<file path="src/rtl/apb_slave_mem_pkg.sv">
// Shared types and helpers for the APB storage slave.
//   state_e    : transfer FSM states
//   CNT_W      : wait-state counter width (WAIT_STATES range 0..15)
//   strb_width : byte-lane count for a given data width
//   idx_width  : word-index width for a given memory depth (minimum 1)
package apb_slave_mem_pkg;

    typedef enum logic {
        IDLE   = 1'b0,
        ACCESS = 1'b1
    } state_e;

    localparam int CNT_W = 4;

    function automatic int strb_width(input int data_size);
        return data_size / 8;
    endfunction

    function automatic int idx_width(input int depth);
        return (depth > 1) ? $clog2(depth) : 1;
    endfunction

endpackage

</file>
<file path="src/rtl/apb_slave_mem_if.sv">
// APB bus bundle between a master (bridge) and the storage slave.
//   psel, penable, pwrite, paddr, pwdata, pstrb : request from master
//   pbusy                                       : slave-side stall input
//   pready, prdata, pslverr                     : response from slave
interface apb_slave_mem_if
    import apb_slave_mem_pkg::*;
#(
    parameter int DATA_SIZE = 32,
    parameter int ADDR_SIZE = 10
);
    logic                             psel;
    logic                             penable;
    logic                             pwrite;
    logic [ADDR_SIZE-1:0]             paddr;
    logic [DATA_SIZE-1:0]             pwdata;
    logic [strb_width(DATA_SIZE)-1:0] pstrb;
    logic                             pbusy;
    logic                             pready;
    logic [DATA_SIZE-1:0]             prdata;
    logic                             pslverr;

    modport master (
        output psel, penable, pwrite, paddr, pwdata, pstrb, pbusy,
        input  pready, prdata, pslverr
    );

    modport slave (
        input  psel, penable, pwrite, paddr, pwdata, pstrb, pbusy,
        output pready, prdata, pslverr
    );
endinterface

</file>
<file path="src/rtl/apb_slave_mem_bytemem.sv">
// Word array with per-byte write enables and an asynchronous read port.
//   clk, rst            : clock, async active-high reset (reloads contents)
//   we, waddr, wstrb,   : write port; lanes with wstrb[b]=1 take wdata lane b
//   wdata
//   raddr, rdata        : combinational read port
// Word 0 resets to ID_VALUE, all other words to zero.
module apb_slave_mem_bytemem
    import apb_slave_mem_pkg::*;
#(
    parameter int          DATA_SIZE = 32,
    parameter int          DEPTH     = 16,
    parameter logic [31:0] ID_VALUE  = 32'hA5B0_0001,
    localparam int         STRB_W    = strb_width(DATA_SIZE),
    localparam int         IDX_W     = idx_width(DEPTH)
) (
    input  logic                 clk,
    input  logic                 rst,
    input  logic                 we,
    input  logic [IDX_W-1:0]     waddr,
    input  logic [STRB_W-1:0]    wstrb,
    input  logic [DATA_SIZE-1:0] wdata,
    input  logic [IDX_W-1:0]     raddr,
    output logic [DATA_SIZE-1:0] rdata
);
    localparam logic [DATA_SIZE-1:0] ID_WORD = DATA_SIZE'(ID_VALUE);

    logic [DATA_SIZE-1:0] mem_q [DEPTH];

    always_ff @(posedge clk or posedge rst) begin
        if (rst) begin
            for (int i = 0; i < DEPTH; i++) begin
                mem_q[i] <= (i == 0) ? ID_WORD : '0;
            end
        end else if (we) begin
            for (int b = 0; b < STRB_W; b++) begin
                if (wstrb[b]) begin
                    mem_q[waddr][8*b +: 8] <= wdata[8*b +: 8];
                end
            end
        end
    end

    // Out-of-range indices are never consumed: the caller masks them via its error decode.
    assign rdata = mem_q[raddr];

endmodule

</file>
<file path="src/rtl/apb_slave_mem.sv">
// APB storage slave: word-addressed memory with byte-strobe writes,
// programmable wait states and a pbusy stall.
//   pclk    : clock, all state on rising edge
//   preset  : asynchronous active-high reset
//   bus     : APB slave modport (psel/penable/pwrite/paddr/pwdata/pstrb/pbusy in,
//             pready/prdata/pslverr out)
// Out-of-range addresses and writes to the read-only ID word (word 0) complete
// with pslverr and leave memory untouched.
module apb_slave_mem
    import apb_slave_mem_pkg::*;
#(
    parameter int          DATA_SIZE   = 32,
    parameter int          ADDR_SIZE   = 10,
    parameter int          DEPTH       = 16,
    parameter int          WAIT_STATES = 0,
    parameter logic [31:0] ID_VALUE    = 32'hA5B0_0001
) (
    input  logic         pclk,
    input  logic         preset,
    apb_slave_mem_if.slave bus
);
    localparam int STRB_W = strb_width(DATA_SIZE);
    localparam int IDX_W  = idx_width(DEPTH);

    state_e               state_q, state_d;
    logic [CNT_W-1:0]     cnt_q, cnt_d;
    logic                 err_q, err_d;
    logic                 write_q, write_d;
    logic [IDX_W-1:0]     idx_q, idx_d;
    logic [STRB_W-1:0]    strb_q, strb_d;
    logic [DATA_SIZE-1:0] wdata_q, wdata_d;
    logic [DATA_SIZE-1:0] rdata_q, rdata_d;

    logic                 addr_err;
    logic                 ready;
    logic                 mem_we;
    logic [DATA_SIZE-1:0] mem_rdata;

    assign addr_err = (32'(bus.paddr) >= 32'(DEPTH)) || (bus.pwrite && (bus.paddr == '0));

    always_comb begin
        state_d = state_q;
        cnt_d   = cnt_q;
        err_d   = err_q;
        write_d = write_q;
        idx_d   = idx_q;
        strb_d  = strb_q;
        wdata_d = wdata_q;
        rdata_d = rdata_q;
        ready   = 1'b0;
        mem_we  = 1'b0;
        case (state_q)
            IDLE: begin
                // penable=1 without a preceding setup phase is ignored here.
                if (bus.psel && !bus.penable) begin
                    state_d = ACCESS;
                    cnt_d   = CNT_W'(WAIT_STATES);
                    err_d   = addr_err;
                    write_d = bus.pwrite;
                    idx_d   = bus.paddr[IDX_W-1:0];
                    strb_d  = bus.pstrb;
                    wdata_d = bus.pwdata;
                    rdata_d = (!bus.pwrite && !addr_err) ? mem_rdata : '0;
                end
            end
            ACCESS: begin
                // The counter keeps running under pbusy so a long stall does not add wait states.
                cnt_d = (cnt_q == '0) ? '0 : cnt_q - 1'b1;
                ready = bus.psel && bus.penable && (cnt_q == '0) && !bus.pbusy;
                if (!bus.psel) begin
                    state_d = IDLE;
                end else if (ready) begin
                    state_d = IDLE;
                    mem_we  = write_q && !err_q;
                end
            end
            default: state_d = IDLE;
        endcase
    end

    always_ff @(posedge pclk or posedge preset) begin
        if (preset) begin
            state_q <= IDLE;
            cnt_q   <= '0;
            err_q   <= 1'b0;
            write_q <= 1'b0;
            idx_q   <= '0;
            strb_q  <= '0;
            wdata_q <= '0;
            rdata_q <= '0;
        end else begin
            state_q <= state_d;
            cnt_q   <= cnt_d;
            err_q   <= err_d;
            write_q <= write_d;
            idx_q   <= idx_d;
            strb_q  <= strb_d;
            wdata_q <= wdata_d;
            rdata_q <= rdata_d;
        end
    end

    assign bus.pready  = ready;
    assign bus.prdata  = (ready && !write_q) ? rdata_q : '0;
    assign bus.pslverr = ready && err_q;

    apb_slave_mem_bytemem #(
        .DATA_SIZE (DATA_SIZE),
        .DEPTH     (DEPTH),
        .ID_VALUE  (ID_VALUE)
    ) u_mem (
        .clk   (pclk),
        .rst   (preset),
        .we    (mem_we),
        .waddr (idx_q),
        .wstrb (strb_q),
        .wdata (wdata_q),
        .raddr (bus.paddr[IDX_W-1:0]),
        .rdata (mem_rdata)
    );

endmodule

</file>
<file path="src/flat_wrapper.sv">
// flat-port wrapper written by rule: the top's interface ports become plain ports
module apb_slave_mem_flat import apb_slave_mem_pkg::*;
#(
    parameter int          DATA_SIZE   = 32,
    parameter int          ADDR_SIZE   = 10,
    parameter int          DEPTH       = 16,
    parameter int          WAIT_STATES = 0,
    parameter logic [31:0] ID_VALUE    = 32'hA5B0_0001
)
  (pclk, preset, bus_psel, bus_penable, bus_pwrite, bus_paddr, bus_pwdata, bus_pstrb, bus_pbusy, bus_pready, bus_prdata, bus_pslverr);
  apb_slave_mem_if #(.DATA_SIZE(DATA_SIZE), .ADDR_SIZE(ADDR_SIZE)) bus_i ();
  input  logic pclk;
  input  logic preset;
  input wire logic [$bits(bus_i.psel)-1:0] bus_psel;
  input wire logic [$bits(bus_i.penable)-1:0] bus_penable;
  input wire logic [$bits(bus_i.pwrite)-1:0] bus_pwrite;
  input wire logic [$bits(bus_i.paddr)-1:0] bus_paddr;
  input wire logic [$bits(bus_i.pwdata)-1:0] bus_pwdata;
  input wire logic [$bits(bus_i.pstrb)-1:0] bus_pstrb;
  input wire logic [$bits(bus_i.pbusy)-1:0] bus_pbusy;
  output wire logic [$bits(bus_i.pready)-1:0] bus_pready;
  output wire logic [$bits(bus_i.prdata)-1:0] bus_prdata;
  output wire logic [$bits(bus_i.pslverr)-1:0] bus_pslverr;
  assign bus_i.psel = bus_psel;
  assign bus_i.penable = bus_penable;
  assign bus_i.pwrite = bus_pwrite;
  assign bus_i.paddr = bus_paddr;
  assign bus_i.pwdata = bus_pwdata;
  assign bus_i.pstrb = bus_pstrb;
  assign bus_i.pbusy = bus_pbusy;
  assign bus_pready = bus_i.pready;
  assign bus_prdata = bus_i.prdata;
  assign bus_pslverr = bus_i.pslverr;
  apb_slave_mem #(.DATA_SIZE(DATA_SIZE), .ADDR_SIZE(ADDR_SIZE), .DEPTH(DEPTH), .WAIT_STATES(WAIT_STATES), .ID_VALUE(ID_VALUE)) u_core (.pclk(pclk), .preset(preset), .bus(bus_i));
endmodule
</file>
<file path="config.mk">
export PLATFORM = sky130hd
export DESIGN_NAME = apb_slave_mem_flat
export DESIGN_NICKNAME = d
export VERILOG_FILES = /design/src/rtl/apb_slave_mem_pkg.sv /design/src/rtl/apb_slave_mem_if.sv /design/src/rtl/apb_slave_mem_bytemem.sv /design/src/rtl/apb_slave_mem.sv /design/src/flat_wrapper.sv
export SDC_FILE = /design/constraint.sdc
export NUM_CORES = 1
export LEC_CHECK = 0
export ABC_AREA = 1
export CAP_MARGIN = 25
export CORE_UTILIZATION = 56
export CTS_CLUSTER_SIZE = 24
export DETAILED_ROUTE_END_ITERATION = 8
export PLACE_DENSITY = 0.74
export SLEW_MARGIN = 0
export SYNTH_ARGS = -nofsm -noshare
export SYNTH_HDL_FRONTEND = slang
export SYNTH_SLANG_ARGS = --single-unit
</file>
<file path="constraint.sdc">
create_clock -name pclk -period 28.1 [get_ports pclk]
set_input_delay 5.62 -clock pclk [delete_from_list [all_inputs] [get_ports pclk]]
set_output_delay 5.62 -clock pclk [all_outputs]
set_load 0.05 [all_outputs]
</file>
Word level (Yosys, flattened, before mapping). Cells that the tools add are included. W data, S select, Z words.

Bits in registers: 591. Output and inout bits: 34. Bits of input ports: 52. Word-level logic and storage cells: 88.

Add/subtract/negate cells: 1. Eq/ne operators: 1. Mux-type cells: 35. Magnitude comparators: 4. Reduce and logical (&&, ||, !) cells: 20. Bitwise logic cells: 3.

Operators with widths (count): $mux W512 (7); $bwmux W512 (4); $demux W32 S4 (4); $mux W32 (5); $bmux W32 S4 (1); $mux W24 (1); $mux W16 (1); $ge A10 B5 Y1 const B (1); $ge A5 B5 Y1 const B (2); $logic_and A1 B1 Y1 (10); $logic_not A10 Y1 (1); $not A4 Y5 (2); $mux W4 (2); $mux W8 (1); $pmux W4 S2 (1); $mux W1 (7); $logic_not A1 Y1 (6); $lt A5 B1 Y1 const B (1); $logic_not A4 Y1 (1); $sub A4 B1 Y4 const B (1); $ne A2 B1 Y1 const B (1); $pmux W1 S2 (1); $reduce_and A2 Y1 (1); $logic_or A1 B1 Y1 (1); $not A1 Y1 (1).

Logic depth before layout (Yosys ltp). Gate-level depths: netlist of run 1.

Depth in word-level cells: 16. Depth in mapped cells: 12. Mapped depth without buffers: 10.

Hierarchy. Synthesis of run 1 repeated with hierarchy kept, for this count alone.

Cell total of the unflattened synthesis: 3757. Area, all modules: 28397.2 µm².

Modules (own cells, without submodules): apb_slave_mem_bytemem (instances 1, seq. area each 12822.3 µm², cells an instance 3318, area each 24842.6 µm²); apb_slave_mem (instances 1, seq. area each 1976.9 µm², cells an instance 439, area each 3554.7 µm²).

Worst setup path before layout of run 1. OpenSTA, ideal clock, no wires.

Path kind: in2out. From: in bus_pbusy. To: out bus_prdata[0]. Arrival time: 7794 ps. Data required time: 22480 ps. Stages on the path: 8. Slack: 14686 ps. Path through: inv_1 -> nand3_2 -> nor2_4 -> inv_2 -> nor2_1 -> nand2_1 -> clkbuf_1 -> nor2_1.

Cells in the longest elaborated chain, start to end: 5.

RTL lines: start: declaration (line flat_wrapper.sv:20) `input wire logic [$bits(bus_i.pbusy)-1:0] bus_pbusy;`; $logic_not A1 Y1 (line apb_slave_mem.sv:69) `ready = bus.psel && bus.penable && (cnt_q == '0) && !bus.pbusy;`; $logic_and A1 B1 Y1 (line apb_slave_mem.sv:69); $mux W1 (line apb_slave_mem.sv:52) `case (state_q)`; via bus_pready (line flat_wrapper.sv:21) `output wire logic [$bits(bus_i.pready)-1:0] bus_pready;`; $logic_and A1 B1 Y1 (line apb_slave_mem.sv:104) `assign bus.prdata = (ready && !write_q) ? rdata_q : '0;`; $mux W32 (line apb_slave_mem.sv:104); end: declaration (line flat_wrapper.sv:22) `output wire logic [$bits(bus_i.prdata)-1:0] bus_prdata;`.

The timed path passes the listed nets, and every way through them passes these cells.

Worst setup path in the final report of run 1.
From: in bus_penable. To: out bus_prdata[19].

Cells in the longest elaborated chain, start to end: 6.

RTL lines: start: declaration (line flat_wrapper.sv:15) `input wire logic [$bits(bus_i.penable)-1:0] bus_penable;`; $logic_and A1 B1 Y1 (3 in a row) (line apb_slave_mem.sv:69); $mux W1 (line apb_slave_mem.sv:52); $logic_and A1 B1 Y1 (line apb_slave_mem.sv:104); $mux W32 (line apb_slave_mem.sv:104).

No other way between the ends.

==> results of run 1 <==
[cell type report]
cell class | count | area (um2)
fillers | 4154 | 18200
repair buffers | 119 | 1190
flip-flops and latches | 591 | 14800
well taps | 664 | 831
clock buffers | 90 | 1810
inverters | 110 | 430
clock inverters | 19 | 292
multi-input cells | 2540 | 11600
[layer usage]
layer,vias to the layer above,global-route usage [%],wire length [um]
li1,11300,-,-
met1,11800,46.1,33700
met2,1181,51.1,37500
met3,187,4.91,7200
met4,0,12.7,2820
met5,-,0,0
[worst max-delay path by stage]
stage,from,to,slack [ps],cells past startpoint
6_report,bus_penable,bus_prdata[19],14340,9
3_5_place_dp,bus_penable,bus_prdata[19],14340,9
4_1_cts,bus_penable,bus_prdata[19],14330,9
2_1_floorplan,preset,u_core.cnt_q[0],5950,1
5_1_grt,bus_penable,bus_prdata[19],14220,9
3_3_place_gp,bus_penable,bus_prdata[19],14290,9
[where the power goes]
part / internal, W / switching [W] / leakage, nW
registers: 0.000866 / 0.0000280 / 8.15
clock network: 0.000507 / 0.000338 / 1.04
logic: 0.0000412 / 0.000183 / 4.58
[registers in the layout (all words and copies together), names as in the netlist]
name / flops
u_core.strb_q: 4
u_core.rdata_q: 32
u_core.u_mem.mem_q: 512
u_core.state_q: 1
u_core.cnt_q: 4
u_core.idx_q: 4
u_core.wdata_q: 32
u_core.write_q: 1
u_core.err_q: 1
[cell usage after synthesis]
cell type	n	area share (%)
o22ai_1	2	0.045
xnor2_1	1	0.031
o21ai_0	276	4.9
ha_1	1	0.045
nor3_2	1	0.036
buf_6	26	1.0
buf_4	1	0.027
nor3_4	3	0.17
inv_2	8	0.11
xor2_1	1	0.031
nor2_4	4	0.16
nand3_1	348	6.2
dfstp_2	8	0.75
o31ai_1	1	0.027
nor2_1	112	1.5
clkbuf_1	163	2.2
o21ai_1	286	5.1
nand3b_1	19	0.51
nand4_1	114	2.5
nand2_1	1293	17
a21oi_1	12	0.21
nand2_4	24	0.96
nand2_2	1	0.022
nand3_2	9	0.32
nor2_8	8	0.57
clkinv_1	4	0.054
nor2_2	5	0.11
nand3_4	1	0.063
buf_1	17	0.23
a22oi_1	1	0.027
inv_1	98	1.3
dfrtp_1	583	52
buf_2	51	0.91
nor3_1	17	0.30
[cells by family after synthesis]
group / after synthesis / share of synthesized area, %
buf+inv: 368 / 5.87
fa+ha+maj: 1 / 0.0447
xor+xnor: 2 / 0.0626
simple gates: 1959 / 30.8
flops: 591 / 52.8
compound gates: 578 / 10.4
[critical path, cell delays in order]
cell and delay, ps:
clkdlybuf4s50_1 570, nand3_2 120, nor2_4 170, inv_2 80, nor2_1 130, nand2_1 70, buf_4 240, nor2_1 250
clkdlybuf4s50_1 860
[per-stage QoR]
| step | setup WS [ps] | utilization, % |
|---|---|---|
| final | 14340 | 62.9 |
| after global routing | 14220 | 62.9 |
| after CTS | 14330 | 62.7 |
| after detailed placement | 14340 | 58.4 |
| after global placement | 14290 | 58.4 |
| after floorplan | 5950 | - |
==> results by group, run 1 <==
STA
  – Post-route minimum period: around 14,000 ps
  – Fin. Hold Viols: 0
  – Max-slew violations: 0
  – Final setup violation count: 0
  – Unrepaired setup endpoints after global routing: no
  – Setup_tns: 0 ps
  – FMAX: ~0.073 GHz
  – Slew @ Worst Pin: 1100 ps
  – Tcrit/Tclk final: approximately half
  – Slew HR: roughly a quarter
  – Clock Skews: between 20 and 25 ps
  – Final hold slack: ~470 ps

Cells and area
  – Post-Layout Cell Count: ~4,100
  – Most common cell after layout, fill and taps aside: nand2_1
  – # diodes: 0
  – Final nets: 3,474
  – Layout cell share with drive strength beyond 1: 6.11%
  – Final instance area: 0.0309 mm2
  – Most used cells in the layout excluding fill and tap cells: 1,293 x nand2_1, 582 x dfrtp_1, 348 x nand3_1, 286 x o21ai_1, 276 x o21ai_0
  – Area grow syn2layout: 10.4%

Worst hold path
  – Worst hold path type: register to register
  – Min-Delay Path Depth: 2
  – Hold endpoint: u_core.u_mem.mem_q[26]
  – Hold path start: u_core.u_mem.mem_q[26]

Die
  – Die width: around 230 um
  – Initial Util: 57.0%
  – Die Y: approximately 230 um
  – Die area: a little over 0.05 mm2
  – Top Ports: 86
  – CORE AREA: between 0.04 and 0.05 mm2
  – Row Count: slightly above 80

Detailed routing
  – Drt total wl: just over 80 mm
  – Post-route ant nets: 0
  – Via density: 5.93
  – Remaining DRCs: 0
  – DR pass1 iterations: 8
  – Initial drt markers: ~3,100
  – WL/cell: ~20 um
  – Vias: between 20,000 and 25,000

Place
  – Placed Instance Area: approximately 0.029 mm2
  – RD Place Congestion: a little under 0.9
  – # port buffers: 85
  – HPWL after detailed placement: a little under 50 mm
  – Placed Cells: roughly 4,000

Setup path
  – Critical R2R Capture: u_core.u_mem.mem_q[110]
  – R2R setup slack: 24,660 ps
  – CP Max Fanout: 32
  – Critical Path Sink Type: output port
  – Crit path kind: primary input to output port
  – Worst R2R Path Depth: 8
  – Critical Path RT: roughly 22,000 ps
  – CP Launch Type: primary input
  – Reg2reg start: u_core.cnt_q[1]
  – WP data arrival: a little over 8000 ps

Run
  – Max-cap violations: 0

Synthesis
  – Register area share after synthesis: roughly 53%
  – Warnings from Yosys: 0
  – Mean Syn Cell Area: 8.00 um2
  – Cell area after synthesis: 0.0280 mm2
  – Synth unique cells: 34
  – Post-Syn Instances: 3,499
  – Syn Nets: around 3,600
  – Synth Register Bits: around 590

Clock tree
  – Clock Sinks: around 600
  – Htree depth: 2
  – CTS Hold Buffers Added: 0
  – Clock Path Buffers: 3
  – Clk root buf: clkbuf_16
  – Setup Buffers After CTS: 0
  – Clk slew on worst S/H paths: 60 ps
  – TritonCTS clock tree: yes
  – Total CTS buffers: 59
  – Worst-skew pair later-pin latency: ~630 ps
  – CTS resizes: 0

Global routing
  – Initial antenna violation count: 0
  – Gr usage total: between 30% and 40%
  – Global-route wire length before repair: roughly 130 mm
  – Vias in the first global route: between 20,000 and 25,000
  – Total gr overflow: 0
  – Largest net degree at the start of global routing: 120

Power and ir drop
  – PD cells: 63.5 mW/mm2
  – Final Power: roughly 0.0020 W
  – Pleak: between 10 and 15 nW
  – Peak supply drop: ~0.044 mV

Run status
  – Outcome: complete, no violations
Power figures use the tool's default switching activity.
==> run 2: changes to the inputs <==
--- a/config.mk
+++ b/config.mk
@@ -10,7 +10,7 @@
 export CORE_UTILIZATION = 56
 export CTS_CLUSTER_SIZE = 24
 export DETAILED_ROUTE_END_ITERATION = 8
-export PLACE_DENSITY = 0.74
+export PLACE_DENSITY = 0.77
 export SLEW_MARGIN = 0
 export SYNTH_ARGS = -nofsm -noshare
 export SYNTH_HDL_FRONTEND = slang
==> constraint.sdc (replaced) <==
create_clock -name pclk -period 11.6 [get_ports pclk]
set_input_delay 2.32 -clock pclk [delete_from_list [all_inputs] [get_ports pclk]]
set_output_delay 2.32 -clock pclk [all_outputs]
set_load 0.05 [all_outputs]
==> run 2 against run 1 <==
Critical path type unchanged. Combinational power rose by 130%. Core utilization fell by 0.31 points. Total power rose by 140%. Via count rose by 0.79%. Global-route usage fell by 0.057 points.
==> results by group, run 2 (synthesized netlist as in run 1, its figures left out) <==
Cells and area
  – Most common cell after layout, fill and taps aside: nand2_1
  – Most flops, register: u_core.u_mem.mem_q
  – Final nets: about 3,500
  – Biggest regs: u_core.u_mem.mem_q: 512 flops, u_core.rdata_q: 32 flops, u_core.wdata_q: 32 flops
  – Area grow syn2layout: 9.89%
  – Most used cells in the layout excluding fill and tap cells: 1,292 x nand2_1, 582 x dfrtp_1, 348 x nand3_1, 286 x o21ai_1, 276 x o21ai_0
  – Number of flip-flops in the largest register: 512
  – Layout cell share with drive strength beyond 1: ~5.7%

Clock tree
  – CTS resizes: 0
  – Worst-skew pair later-pin latency: about 630 ps
  – Htree depth: 2
  – Clk root buf: clkbuf_16
  – Clk slew on worst S/H paths: about 60 ps
  – Total CTS buffers: 59
  – Clock Path Buffers: 3
  – CTS Hold Buffers Added: 0
  – Clock Sinks: roughly 590
  – TritonCTS clock tree: yes
  – Setup Buffers After CTS: 0

Power and ir drop
  – PD cells: between 150 and 200 mW/mm2
  – Pleak: 13.7 nW
  – Power share of the clock group: a little over two fifths
  – Comb pwr share: 11.1%
  – Psw: 0.00130 W
  – Final Power: roughly 0.0046 W
  – Sw Ratio: between 20% and 30%
  – Peak supply drop: 0.136 mV
  – Sequential power share: between 40 and 50%
  – Int Power: 0.00333 W

Worst hold path
  – Hold path start: u_core.u_mem.mem_q[25]
  – Min-Delay Path Depth: 2
  – Worst hold path type: register to register
  – Hold endpoint: u_core.u_mem.mem_q[25]

STA
  – Fin worst setup slack: 4190 ps
  – Clock Skews: between 20 and 30 ps
  – Final setup violation count: 0
  – Tcrit/Tclk final: 63.9%
  – Unrepaired setup endpoints after global routing: no
  – Max-slew violations: 0
  – Post-route minimum period: about 7400 ps
  – Fin. Hold Viols: 0
  – FMAX: 0.135 GHz
  – Setup_tns: 0 ps
  – Slew HR: 26.3%
  – Slew @ Worst Pin: ~1100 ps

Global routing
  – Vias in the first global route: between 20,000 and 25,000
  – Largest net degree at the start of global routing: around 160
  – Total gr overflow: 0
  – Global-route wire length before repair: around 130 mm
  – Initial antenna violation count: 1
  – Gr usage total: about a third

Run
  – Max-cap violations: 0

Setup path
  – Worst R2R Path Depth: 5
  – CP Max Fanout: 32
  – CP Launch Type: primary input
  – WP data arrival: roughly 5100 ps
  – Critical Path Sink Type: output port
  – R2R setup slack: between 8000 and 9000 ps
  – Critical R2R Capture: u_core.u_mem.mem_q[54]
  – Critical Path RT: about 9300 ps
  – Crit path kind: primary input to output port
  – Reg2reg start: u_core.state_q

Detailed routing
  – Highest routed metal layer: met4
  – Drt total wl: slightly above 80 mm
  – M1 wire length: 32.5 mm
  – Via density: 5.99
  – Vias: between 20,000 and 25,000
  – DR pass1 iterations: 6
  – WL/cell: around 20 um
  – Remaining DRCs: 0
  – Post-route ant nets: 0
  – Met3 WL: approximately 7.5 mm
  – Initial drt markers: approximately 3,200
  – DR WL met2: ~36 mm

Die
  – Initial Util: between 50% and 60%
  – Row Count: just over 80
  – Top Ports: 86
  – Die Y: about 230 um
  – CORE AREA: around 0.049 mm2
  – Die width: 226 um
  – Die area: 0.0509 mm2

Place
  – RD Place Congestion: about 0.88
  – # port buffers: 85
  – HPWL after detailed placement: 47.9 mm
  – Post-place setup slack: between 4000 and 5000 ps

Run status
  – Outcome: complete, no violations
==> run 2: changes by cell type in the layout (fill, tap and decap cells not counted), moves of 2 or more <==
cell / before / now
clkinv_2: 8 / 6
inv_6: 4 / 1
buf_4: 30 / 26
clkbuf_8: 21 / 18
clkbuf_1: 10 / 16
bufinv_16: 7 / 3
==> run 2: worst max-delay path by stage <==
stage	startpoint	to	slack, ps	cells past startpoint
after floorplan	preset	u_core.cnt_q[0]	1230	1
after global placement	bus_penable	bus_prdata[19]	4230	8
after detailed placement	bus_penable	bus_prdata[24]	4110	8
after CTS	bus_penable	bus_prdata[24]	4080	8
after global routing	bus_penable	bus_prdata[24]	3970	8
final	bus_penable	bus_prdata[24]	4190	8
==> run 2: layout make-up <==
class	instances	area, um2
inverter	110	424
clock buffer	94	1820
multi-input combinational	2540	11600
sequential	591	14800
timing repair buffer	116	1190
antenna	1	2.50
fill	4103	18400
tap	664	831
clock inverter	10	128
==> run 2: metal layers <==
metal	track usage [%]	up-vias
li1	-	11300
met1	44.3	11900
met2	50.3	1297
met3	4.96	230
met4	18.3	0
met5	0	-
==> run 2: through the flow <==
stage               util [%]  hold WS (ps)  instance area (um2)  cells
global route            62.6           481                30800   4126
global placement        58.4           455                28700   4015
CTS                     62.4           473                30700   4120
detailed placement      58.4           459                28700   4016
floorplan                  -           442                28000   3499
finish                  62.6           473                30800   4126
==> run 2: worst max-delay path, cell delays in order <==
cell             delay [ps]
clkdlybuf4s50_1         570
nand3_2                 120
nor2_4                  170
inv_2                    80
nor2_1                  160
nand2_2                 520
nor2_1                  300
clkdlybuf4s50_1         850
==> run 2: power by group through the flow <==
stage               Clock [W]  Combinational (W)  Sequential [W]
floorplan                   0           0.000374         0.00216
global placement            0           0.000482         0.00221
detailed placement          0           0.000500         0.00221
CTS                   0.00194           0.000502         0.00217
global route          0.00203           0.000558         0.00218
finish                0.00193           0.000515         0.00218
